===== src/rtl/symbol_mapper.sv =====
// symbol_mapper: BPSK symbol mapper fed from a small byte FIFO.
//
// Bytes written through data_in/data_valid/data_ready are queued in a FIFO
// and sent MSB first, one bit per symbol strobe. Every SYMB_PERIOD clocks a
// strobe (read) marks a new symb_out value: bit 1 -> +AMP, bit 0 -> -AMP,
// nothing to send -> 0. Back-to-back bytes are sent with no gap symbol.
//
// Optional feature: define SYMBOL_MAPPER_PREAMBLE_EN to send 8 alternating
// preamble symbols (+,-,+,-,...) before the first byte of every burst.
//
// Ports:
//   clk        in   clock, rising edge
//   reset      in   asynchronous active-high reset
//   data_in    in   [7:0] byte to transmit
//   data_valid in   data_in valid this cycle
//   data_ready out  FIFO not full
//   symb_out   out  [15:0] signed symbol, held between strobes
//   read       out  one-cycle strobe marking a new symb_out
//   busy       out  state machine not idle
module symbol_mapper #(
    parameter int                 SYMB_PERIOD = 3,
    parameter logic signed [15:0] AMP         = 16'sh16A1,
    parameter int                 FIFO_DEPTH  = 4
) (
    input  logic        clk,
    input  logic        reset,
    input  logic [7:0]  data_in,
    input  logic        data_valid,
    output logic        data_ready,
    output logic [15:0] symb_out,
    output logic        read,
    output logic        busy
);

    localparam int               PTR_W     = (FIFO_DEPTH > 1) ? $clog2(FIFO_DEPTH) : 1;
    localparam int               CNT_W     = PTR_W + 1;
    localparam logic [15:0]      SYM_POS   = AMP;
    localparam logic [15:0]      SYM_NEG   = -AMP;
    localparam logic [15:0]      SYM_IDLE  = 16'h0000;
    localparam logic [3:0]       PACE_LAST = 4'(SYMB_PERIOD - 1);
    localparam logic [CNT_W-1:0] FIFO_FULL = CNT_W'(FIFO_DEPTH);

`ifdef SYMBOL_MAPPER_PREAMBLE_EN
    typedef enum logic [1:0] {
        ST_IDLE     = 2'd0,
        ST_SHIFT    = 2'd1,
        ST_PREAMBLE = 2'd2
    } state_t;
`else
    typedef enum logic [1:0] {
        ST_IDLE  = 2'd0,
        ST_SHIFT = 2'd1
    } state_t;
`endif

    // Bit-to-symbol mapping.
    function automatic logic [15:0] map_bit(input logic b);
        return b ? SYM_POS : SYM_NEG;
    endfunction

    logic [3:0]       pace_cnt_r;
    logic             strobe_s;
    logic             read_r;
    logic [15:0]      symb_r;
    logic [15:0]      symb_next_s;
    logic             busy_r;
    state_t           state_r;
    state_t           state_next_s;
    logic [7:0]       shreg_r;
    logic [7:0]       shreg_next_s;
    logic [3:0]       bit_cnt_r;
    logic [3:0]       bit_cnt_next_s;
`ifdef SYMBOL_MAPPER_PREAMBLE_EN
    logic [3:0]       pre_cnt_r;
    logic [3:0]       pre_cnt_next_s;
`endif

    logic [7:0]       mem_r [FIFO_DEPTH];
    logic [PTR_W-1:0] wr_ptr_r;
    logic [PTR_W-1:0] rd_ptr_r;
    logic [CNT_W-1:0] count_r;
    logic [CNT_W-1:0] count_next_s;
    logic             full_r;
    logic             fifo_empty_s;
    logic             wr_en_s;
    logic             pop_s;
    logic [7:0]       head_s;

    assign strobe_s     = (pace_cnt_r == 4'd0);
    assign fifo_empty_s = (count_r == {CNT_W{1'b0}});
    assign wr_en_s      = data_valid & ~full_r;
    assign head_s       = mem_r[rd_ptr_r];

    assign data_ready = ~full_r;
    assign symb_out   = symb_r;
    assign read       = read_r;
    assign busy       = busy_r;

    // Symbol sequencing: all decisions use the FIFO status registered before the strobe edge.
    always_comb begin
        state_next_s   = state_r;
        shreg_next_s   = shreg_r;
        bit_cnt_next_s = bit_cnt_r;
        symb_next_s    = symb_r;
        pop_s          = 1'b0;
`ifdef SYMBOL_MAPPER_PREAMBLE_EN
        pre_cnt_next_s = pre_cnt_r;
`endif
        if (strobe_s) begin
            case (state_r)
                ST_IDLE: begin
                    if (fifo_empty_s) begin
                        symb_next_s = SYM_IDLE;
                    end else begin
`ifdef SYMBOL_MAPPER_PREAMBLE_EN
                        // First preamble symbol goes out on this strobe.
                        state_next_s   = ST_PREAMBLE;
                        pre_cnt_next_s = 4'd1;
                        symb_next_s    = SYM_POS;
`else
                        pop_s          = 1'b1;
                        shreg_next_s   = {head_s[6:0], 1'b0};
                        bit_cnt_next_s = 4'd1;
                        symb_next_s    = map_bit(head_s[7]);
                        state_next_s   = ST_SHIFT;
`endif
                    end
                end
                ST_SHIFT: begin
                    if (bit_cnt_r != 4'd8) begin
                        symb_next_s    = map_bit(shreg_r[7]);
                        shreg_next_s   = {shreg_r[6:0], 1'b0};
                        bit_cnt_next_s = bit_cnt_r + 4'd1;
                    end else if (!fifo_empty_s) begin
                        // Next byte follows without a gap symbol.
                        pop_s          = 1'b1;
                        shreg_next_s   = {head_s[6:0], 1'b0};
                        bit_cnt_next_s = 4'd1;
                        symb_next_s    = map_bit(head_s[7]);
                    end else begin
                        symb_next_s    = SYM_IDLE;
                        state_next_s   = ST_IDLE;
                        shreg_next_s   = 8'h00;
                        bit_cnt_next_s = 4'd0;
                    end
                end
`ifdef SYMBOL_MAPPER_PREAMBLE_EN
                ST_PREAMBLE: begin
                    if (pre_cnt_r != 4'd8) begin
                        // Odd positions carry -AMP, even positions +AMP.
                        symb_next_s    = pre_cnt_r[0] ? SYM_NEG : SYM_POS;
                        pre_cnt_next_s = pre_cnt_r + 4'd1;
                    end else if (!fifo_empty_s) begin
                        pop_s          = 1'b1;
                        shreg_next_s   = {head_s[6:0], 1'b0};
                        bit_cnt_next_s = 4'd1;
                        symb_next_s    = map_bit(head_s[7]);
                        state_next_s   = ST_SHIFT;
                        pre_cnt_next_s = 4'd0;
                    end else begin
                        symb_next_s    = SYM_IDLE;
                        state_next_s   = ST_IDLE;
                        pre_cnt_next_s = 4'd0;
                    end
                end
`endif
                default: begin
                    symb_next_s    = SYM_IDLE;
                    state_next_s   = ST_IDLE;
                    shreg_next_s   = 8'h00;
                    bit_cnt_next_s = 4'd0;
                end
            endcase
        end else begin
            state_next_s = state_r;
        end
    end

    // FIFO occupancy: simultaneous write and pop leave the count unchanged.
    always_comb begin
        count_next_s = count_r;
        case ({wr_en_s, pop_s})
            2'b10:   count_next_s = count_r + CNT_W'(1);
            2'b01:   count_next_s = count_r - CNT_W'(1);
            default: count_next_s = count_r;
        endcase
    end

    // Pacing counter and read strobe.
    always_ff @(posedge clk or posedge reset) begin
        if (reset) begin
            pace_cnt_r <= 4'd0;
            read_r     <= 1'b0;
        end else begin
            pace_cnt_r <= (pace_cnt_r == PACE_LAST) ? 4'd0 : pace_cnt_r + 4'd1;
            read_r     <= strobe_s;
        end
    end

    // State machine, shift register and output symbol registers.
    always_ff @(posedge clk or posedge reset) begin
        if (reset) begin
            state_r   <= ST_IDLE;
            shreg_r   <= 8'h00;
            bit_cnt_r <= 4'd0;
            symb_r    <= SYM_IDLE;
            busy_r    <= 1'b0;
`ifdef SYMBOL_MAPPER_PREAMBLE_EN
            pre_cnt_r <= 4'd0;
`endif
        end else begin
            state_r   <= state_next_s;
            shreg_r   <= shreg_next_s;
            bit_cnt_r <= bit_cnt_next_s;
            symb_r    <= symb_next_s;
            busy_r    <= (state_next_s != ST_IDLE);
`ifdef SYMBOL_MAPPER_PREAMBLE_EN
            pre_cnt_r <= pre_cnt_next_s;
`endif
        end
    end

    // FIFO pointers, count and full flag; reset drops all queued bytes.
    always_ff @(posedge clk or posedge reset) begin
        if (reset) begin
            wr_ptr_r <= {PTR_W{1'b0}};
            rd_ptr_r <= {PTR_W{1'b0}};
            count_r  <= {CNT_W{1'b0}};
            full_r   <= 1'b0;
        end else begin
            if (wr_en_s) begin
                wr_ptr_r <= wr_ptr_r + PTR_W'(1);
            end
            if (pop_s) begin
                rd_ptr_r <= rd_ptr_r + PTR_W'(1);
            end
            count_r <= count_next_s;
            full_r  <= (count_next_s == FIFO_FULL);
        end
    end

    // FIFO storage; contents are only meaningful below the count, so no reset.
    always_ff @(posedge clk) begin
        if (wr_en_s) begin
            mem_r[wr_ptr_r] <= data_in;
        end
    end

endmodule

===== config.mk =====
export PLATFORM = sky130hd
export DESIGN_NAME = symbol_mapper
export DESIGN_NICKNAME = d
export VERILOG_FILES = /design/src/rtl/symbol_mapper.sv
export SDC_FILE = /design/constraint.sdc
export NUM_CORES = 1
export LEC_CHECK = 0
export CORE_ASPECT_RATIO = 0.8
export CORE_MARGIN = 2
export CORE_UTILIZATION = 50
export CTS_BUF_LIST = sky130_fd_sc_hd__clkbuf_4
export CTS_CLUSTER_SIZE = 25
export DETAILED_ROUTE_END_ITERATION = 12
export PLACE_DENSITY = 0.69
export RECOVER_POWER = 25
export SLEW_MARGIN = 0
export SYNTH_ARGS = -nofsm -noshare
export SYNTH_HDL_FRONTEND = slang
export SYNTH_SLANG_ARGS = --single-unit

===== constraint.sdc =====
create_clock -name clk -period 3.11 [get_ports clk]
set_input_delay 0.311 -clock clk [delete_from_list [all_inputs] [get_ports clk]]
set_output_delay 0.311 -clock clk [all_outputs]
set_load 0.005 [all_outputs]

## Word-level counts from Yosys, hierarchy flattened

Memory sizes are Yosys's and may differ from the RTL's.
Index checks and enable logic that the tools add are counted.

| word-level totals | value |
|---|---|
| bits in registers | 44 |
| bits in writable memories | 32 |
| bits of input ports | 11 |
| output and inout bits | 19 |
| word-level logic and storage cells | 58 |
| memories kept | 1 |

Memories:

| memory | words | bits a word | read ports | clocked after memory_dff | write ports | RTL line | text |
|---|---|---|---|---|---|---|---|
| mem_r | 4 | 8 | 1 | 0 | 1 | 78 | `logic [7:0] mem_r [FIFO_DEPTH];` |

| operators by class | value |
|---|---|
| $add $sub $neg | 6 |
| eq/ne operators | 7 |
| mux-type cells | 26 |
| bitwise gates (word level) | 2 |
| reduce and logical (&&, ||, !) cells | 5 |

Operators with widths:

| operator | number |
|---|---|
| two-way mux 16 bit | 4 |
| case mux 16 bit (2 select lines) | 1 |
| two-way mux 8 bit | 3 |
| case mux 8 bit (2 select lines) | 1 |
| two-way mux 4 bit | 3 |
| adder 4 x 1 -> 4 bit, second input constant | 2 |
| two-way mux 2 bit | 4 |
| case mux 4 bit (2 select lines) | 1 |
| two-way mux 1 bit | 6 |
| case mux 3 bit (2 select lines) | 1 |
| adder 2 x 1 -> 2 bit, second input constant | 2 |
| equality test 2 x 1 -> 1 bit, second input constant | 2 |
| equality test 4 x 2 -> 1 bit, second input constant | 1 |
| zero test 4 bit | 1 |
| != test 4 bit, second input constant | 1 |
| case mux 2 bit (2 select lines) | 1 |
| adder 3 x 1 -> 3 bit, second input constant | 1 |
| equality test 3 bit, second input constant | 1 |
| zero test 3 bit | 1 |
| subtractor 3 x 1 -> 3 bit, second input constant | 1 |
| equality test 2 bit, second input constant | 1 |
| zero test 2 bit | 1 |
| != test 2 bit, second input constant | 1 |
| case mux 1 bit (2 select lines) | 1 |
| 4 further kinds | 4 |

## Logic depth before layout (Yosys ltp)

Gate-level depths: netlist (run 1).

| depth | value |
|---|---|
| word-level depth | 8 |
| mapped depth | 11 |
| depth with buffers taken out | 11 |

## Worst setup path before layout (run 1)

Ideal clock, no wire load.

| timing | value |
|---|---|
| path type | register -> register |
| from | reg pace_cnt_r[1] |
| to | reg full_r |
| arrival | 2.759 ns |
| setup slack | 0.263 ns |
| cell stages (with the launch flop) | 11 |
| path buffers | 1 |
| path through | dfrtp_1 > or4_1 > buf_2 > a2111oi_4 > ha_1 > inv_1 > fa_1 > xor2_1 > nor2_1 > xor2_1 > nor3b_1 |

| between the ends | value |
|---|---|
| word-level cells in the longest chain between the ends | 5 |
| elaborated cells on any way between the ends | 6 |
| those cells by class | 3 x eq/ne; 2 x mux; 1 x reduce/logical |

RTL lines:

| element | RTL line | text |
|---|---|---|
| from (decl) | 61 | `logic [3:0] pace_cnt_r;` |
| from (signal assigned) | 195 | `pace_cnt_r <= (pace_cnt_r == PACE_LAST) ? 4'd0 : pace_cnt_r + 4'd1;` |
| zero test 4 bit (*) | 89 | `assign strobe_s = (pace_cnt_r == 4'd0);` |
| two-way mux 1 bit (*) | 109 | `if (strobe_s) begin` |
| via pop_s | 86 | `logic pop_s;` |
| equality test 2 x 1 -> 1 bit / equality test 2 bit (equally long branches) | 182 | `case ({wr_en_s, pop_s})` |
| case mux 3 bit (2 select lines) (*) | 182 |  |
| via count_next_s[2] | 82 | `logic [CNT_W-1:0] count_next_s;` |
| equality test 3 bit (*) | 238 | `full_r <= (count_next_s == FIFO_FULL);` |
| to (signal assigned) | 238 |  |
| to (decl) | 83 | `logic full_r;` |

Mark *: on every way through the listed nets, which the timed path passes. The rest lies on a longest branch.
A chain may end at the register's enable or synchronous reset.

## Worst setup path after layout (run 1)

Ends and elaborated chain as after synthesis.

==> results of run 1 <==
==> power breakdown <==
part	switching [W]	leakage, nW	total (W)	internal, W
Combinational	0.000311	0.507	0.000719	0.000408
Clock	0.000315	0.0735	0.000569	0.000254
Sequential	0.000142	0.657	0.00120	0.00106
Total	0.000767	1.24	0.00249	0.00172
==> worst max-delay path: stages, from the launching register on <==
cell       delay (ps)
dfrtp_1           430
or4_1             610
a2111oi_4         340
ha_1              240
inv_1              60
fa_1              370
xor2_1            150
nor2_1            110
xor2_1            170
nor3b_1           210
==> Yosys cell counts, drive strengths merged, types with 2 or more instances <==
library cell / count
nand2: 16
dfrtp: 30
clkbuf: 5
xnor2: 5
a21oi: 5
nor2: 9
buf: 17
nand3b: 2
and2: 5
a2111oi: 2
mux4: 8
edfxtp: 32
ha: 7
nand3: 12
a21o: 2
inv: 13
o21ai: 6
xor2: 3
nand4b: 2
==> cells in the final DEF, fill, tap and decap left out, drive strengths merged, types with 2 or more instances in the layout <==
cell type	count
edfxtp	32
dfrtp	30
clkdlybuf4s50	20
nand2	16
inv	16
nand3	12
clkbuf	10
nor2	9
dlygate4sd3	9
mux4	8
ha	7
buf	7
o21ai	6
xnor2	5
a21oi	5
and2	5
xor2	3
nand3b	2
a21o	2
nand4b	2
clkinvlp	2
a2111oi	2
==> cells by family (layout without fill, tap and decap cells) <==
kind of cell,after synthesis,in the layout,share of synthesized area (%)
buf+inv,35,66,6.79
xor+xnor,8,8,2.57
flops,62,62,62.8
mux,10,10,7.39
compound gates,24,24,6.61
simple gates,54,54,9.95
fa+ha+maj,8,8,3.94
==> cell type report <==
| cell class | instances | area share [%] |
|---|---|---|
| Sequential cell | 62 | 54.0 |
| Inverter | 13 | 1.54 |
| Tap cell | 65 | 2.57 |
| Timing Repair Buffer | 37 | 10.9 |
| Clock buffer | 9 | 2.13 |
| Multi-Input combinational cell | 104 | 26.2 |
| Clock inverter | 7 | 2.53 |
==> how the worst max path moves through the flow <==
stage,startpoint,endpoint,slack (ps),depth (start not counted)
2_1_floorplan,pace_cnt_r[1],full_r,260,10
4_1_cts,pace_cnt_r[1],full_r,310,9
3_3_place_gp,pace_cnt_r[1],full_r,470,9
3_5_place_dp,pace_cnt_r[1],full_r,350,9
5_1_grt,pace_cnt_r[1],full_r,130,9
6_report,pace_cnt_r[1],full_r,340,9
==> layer usage <==
| metal | wire, µm | track usage [%] | vias up |
|---|---|---|---|
| met1 | 2110 | 22.3 | 774 |
| met3 | 269 | 8.63 | 8 |
| met2 | 2150 | 25.0 | 43 |
| met5 | 0 | 0 | - |
| met4 | 43 | 6.42 | 0 |
| li1 | - | - | 756 |
==> registers in the layout (all words and copies together), names as in the netlist <==
name        count
mem_r          32
count_r         3
pace_cnt_r      4
state_r         2
shreg_r         7
symb_out        3
full_r          1
busy            1
wr_ptr_r        2
read            1
bit_cnt_r       4
rd_ptr_r        2
==> per-stage QoR <==
stage               utilization [%]  instance area (µm²)  hold slack (ps)  cells
finish                         59.2                 3170              512    297
global route                   59.2                 3170              529    297
CTS                            59.3                 3170              241    297
detailed placement             56.6                 3020              485    281
global placement               56.6                 3020              469    281
floorplan                         -                 2730              402    201
==> reports/summary.txt, run 1 <==
Core Box Area: 5350 µm²
Largest net degree at the start of global routing: 31
Worst-path clk slew: 110 ps
Final Power: 0.00249 W
Diode count: 0
Final setup margin: 340 ps
CTS Buf Count: 9
Worst hold endpoint: shreg_r[3]
Worst-skew pair later-pin latency: 410 ps
Drt via density: 5.32
Reg2reg end: full_r
Post-synth EDFFs: 32
Seq/Total Area, Yosys: 62.8%
Pleak: 1.24 nW
Resized cells post-CTS: 0
I/O pin cnt: 30
Area of the mapped netlist: 2730 µm²
Yosys top cell by area: edfxtp_1
FF-to-FF Start: pace_cnt_r[1]
CP Capture Type: register
Worst setup SP type: register
Drt pass-1 iters: 5
Setup TNS Final: 0 ps
Initial antenna violation count: 0
Period minus WS final: 2770 ps
Hold Fails Final Rpt: 0
Largest cells by area after synthesis: edfxtp_1, dfrtp_1, mux4_2, buf_4, ha_1
Failing checks: max-capacitance violations, max-slew violations
Arr. time, crit path: 3090 ps
HPWL Detailed: 3.18 mm
Fmax: 361 MHz
Syn_area_per_cell: 13.6 µm²
Synth warn: 0
Area of the multi-input gates: 831 µm²
Setup Skew: 15.2 ps
Layout cells sized above 1: 14.7%
First-pass GRT wire length: 7.64 mm
Row cnt: 24
Area Overhead vs Synth: 16.1%
CTS tree: done
Final max-slew violation count: 31
Register bit total from synthesis: 62
Starting Density: 51.0%
Total track usage: 17.2%
Pre-CTS WS: 354 ps
Wirelength per Cell: 15.4 µm
Worst hold path class: reg -> reg
Worst-Margin Slew: 1630 ps
Fraction of registers with async set/reset: 48.4%
Cell variety after synth: 41
Setup violators final: 0
R2R Setup Slk: 340 ps
Storage cell area: 1710 µm²
Worst hold path stage count: 2
Routability congestion estimate from global placement: 0.755
Cell count after synthesis: 201
DIE AREA: 6070 µm²
Final net count: 246
Htree depth: 3
CTS Root Cell: clkbuf_4
Vias: 1581
DR iter-0 viols: 73
Sink Count: 62
Routed wire length: 4.58 mm
Worst endpoint required time: 3430 ps
Top_reg_cell synth: edfxtp_1
Hold-fix buffers at CTS: 0
Final Cycle Share: 89.1%
Synth Net Count: 220
Power Dens Cells: 786 nW/µm²
DRT antenna net count: 0
Crit-path max FO: 5
Setup Buffers After CTS: 0
Die Wd: 86.6 µm
Relative slew slack: -8.50%
Vias in the first global route: 1581
Global route overflow: 0
Top cell type's share of synthesized area: 35.2%
Maximum VDD drop: 0.000407 V
Kind of critical path: reg -> reg
Clock buffer depth: 2
DR DRC count: 0
Fillers: 439
PortBufs: 29
Worst hold start: shreg_r[3]
RSZ-0062 raised after global routing: no
Status: finished with violations
Max-capacitance violation count: 1
FF-to-FF path depth: 9
Die H: 70.1 µm
Note: power is estimated with default switching activity, not from simulation.
==> inputs of run 2 (changes only) <==
--- a/config.mk
+++ b/config.mk
@@ -7,11 +7,11 @@
 export LEC_CHECK = 0
 export CORE_ASPECT_RATIO = 0.8
 export CORE_MARGIN = 2
-export CORE_UTILIZATION = 50
+export CORE_UTILIZATION = 30
 export CTS_BUF_LIST = sky130_fd_sc_hd__clkbuf_4
 export CTS_CLUSTER_SIZE = 25
 export DETAILED_ROUTE_END_ITERATION = 12
-export PLACE_DENSITY = 0.69
+export PLACE_DENSITY = 0.45
 export RECOVER_POWER = 25
 export SLEW_MARGIN = 0
 export SYNTH_ARGS = -nofsm -noshare
==> reports/summary.txt, run 2 (synthesis results as in run 1) <==
Status: finished with violations
Failing checks: max-capacitance violations, max-slew violations
Relative slew slack: -10.4% (-2.0 points)
Routability congestion estimate from global placement: 0.721 (-4.5%)
Max-capacitance violation count: 1 (unchanged)
I/O pin cnt: 30 (unchanged)
Arr. time, crit path: 3000 ps (-90 ps)
Setup Buffers After CTS: 0 (unchanged)
Vias: 1567 (-0.89%)
Final net count: 246 (unchanged)
Worst hold start: pace_cnt_r[3]
Routed wire length: 4.74 mm (+3.5%)
Combinational fraction of design power: 30.0% (+1.1 points)
Setup TNS Final: 0 ps (unchanged)
CTS tree: done
Total track usage: 10.6% (-6.6 points)
Drt via density: 4.52 (-15%)
Global Route met2 Usage: 16.7% (-8.2 points)
Met3 GRT Util: 4.07% (-4.6 points)
DRT antenna net count: 0 (unchanged)
Drt pass-1 iters: 4 (-1)
Setup Skew: 15.6 ps (+0.432 ps)
Clock power frac: 20.0% (-2.9 points)
Crit-path max FO: 5 (unchanged)
RSZ-0062 raised after global routing: no
Clock buffer depth: 2 (unchanged)
Largest net degree at the start of global routing: 31 (unchanged)
CTS Buf Count: 9 (unchanged)
Row cnt: 31 (+29%)
Kind of critical path: reg -> reg
Worst hold path class: reg -> reg
Setup violators final: 0 (unchanged)
Power Dens Cells: 749 nW/µm² (-4.7%)
Wirelength per Cell: 13.7 µm (-11%)
Most common cell after layout, fill and taps aside: edfxtp_1
Most flops, register: mem_r
Die Wd: 111 µm (+28%)
Crit path from: pace_cnt_r[1]
Period minus WS final: 2670 ps (-95.1 ps)
Pleak: 1.22 nW (-1.1%)
Die H: 89.3 µm (+27%)
Met1 Usage GRT: 13.5% (-8.8 points)
Hold WS: 495 ps (-17.2 ps)
Worst-skew pair later-pin latency: 400 ps (about the same)
CTS Root Cell: clkbuf_4
Initial antenna violation count: 0 (unchanged)
First-pass GRT wire length: 7.90 mm (+3.4%)
Fmax: 374 MHz (+3.6%)
Global route overflow: 0 (unchanged)
Starting Density: 30.4% (-21 points)
Htree depth: 3 (unchanged)
Top Usage Layer GRT: met2
FF-to-FF Start: pace_cnt_r[1]
Core Box Area: 8960 µm² (+68%)
Int Pwr: 0.00163 W (-5.2%)
HPWL Detailed: 3.24 mm (+1.7%)
DIE AREA: 9880 µm² (+63%)
Worst-Margin Slew: 1660 ps (+29.3 ps)
Final core occ: 35.7% (-24 points)
DR iter-0 viols: 41 (-44%)
CP Capture Type: register
Final Cycle Share: 86.0% (-3.1 points)
NetSw: 0.000764 W (-0.49%)
Regs by FF count: mem_r: 32 flops, shreg_r: 7 flops
Final max-slew violation count: 31 (unchanged)
Maximum VDD drop: 0.000264 V (-35%)
Layout cells sized above 1: 14.2% (-0.43 points)
Diode count: 0 (unchanged)
Worst-path clk slew: 110 ps (about the same)
Worst setup SP type: register
Flop pwr share: 50.0% (+1.7 points)
Largest register FFs: 32 (unchanged)
PortBufs: 29 (unchanged)
Resized cells post-CTS: 0 (unchanged)
Sw Share: 31.9% (+1.0 points)
DR DRC count: 0 (unchanged)
Area Overhead vs Synth: 17.3%
Worst endpoint required time: 3440 ps (about the same)
Most frequent cells in the layout: edfxtp_1, dfrtp_1, clkdlybuf4s50_1, nand2_1, inv_1
Hold Fails Final Rpt: 0 (unchanged)
Sink Count: 62 (unchanged)
Hold-fix buffers at CTS: 0 (unchanged)
Vias in the first global route: 1527 (-3.4%)
==> run 2: changes by cell type in the layout (fill, tap and decap cells not counted), sizes merged <==
cell	before	now
clkinv	1	4
inv	16	14
bufinv	1	0
clkdlybuf4s50	20	21
dlygate4sd3	9	8
==> run 2: through the flow <==
stage          instances  power (W)  cell area [µm²]  setup WS [ps]
2_1_floorplan        201    0.00171             2730            263
3_3_place_gp         331    0.00196             3090            453
3_5_place_dp         331    0.00196             3090            375
4_1_cts              347    0.00244             3200            404
5_1_grt              347    0.00258             3200            280
6_report             347    0.00240             3200            435
==> run 2: worst paths after layout <==
kind | end | slack, ps | cells past startpoint
setup / recovery | full_r | 440 | 9
hold / removal | pace_cnt_r[3] | 500 | 1
setup reg to reg | full_r | 440 | 9
hold reg to reg | pace_cnt_r[3] | 500 | 1
max in group asynchronous | pace_cnt_r[1] | 1230 | 3
min in group asynchronous | wr_ptr_r[1] | 910 | 3
==> run 2: cell type report <==
type	instances	area (µm²)
inverter	13	48.8
timing repair buffer	37	347
sequential	62	1710
fill	883	5760
multi-input combinational	104	831
clock inverter	7	50.0
clock buffer	9	67.6
tap	115	144
==> run 2: power groups by stage <==
stage          registers [W]  logic (W)  clock network, W
6_report             0.00120   0.000719          0.000478
2_1_floorplan        0.00116   0.000552                 0
3_5_place_dp         0.00122   0.000740                 0
4_1_cts              0.00120   0.000742          0.000499
5_1_grt              0.00123   0.000806          0.000542
3_3_place_gp         0.00122   0.000738                 0
==> run 2: per-layer routing <==
metal  share of wire, %  vias to the layer above
met5                  0                        -
met4               0.80                        0
met3                4.5                        4
met2                 46                       34
met1                 48                      770
li1                   -                      759
==> run 2: critical path: stages (launching register included) <==
cell       delay [ps]
dfrtp_1           420
or4_1             600
a2111oi_4         310
ha_1              230
inv_1              60
fa_1              370
xor2_1            150
nor2_1            110
xor2_1            180
nor3b_1           180
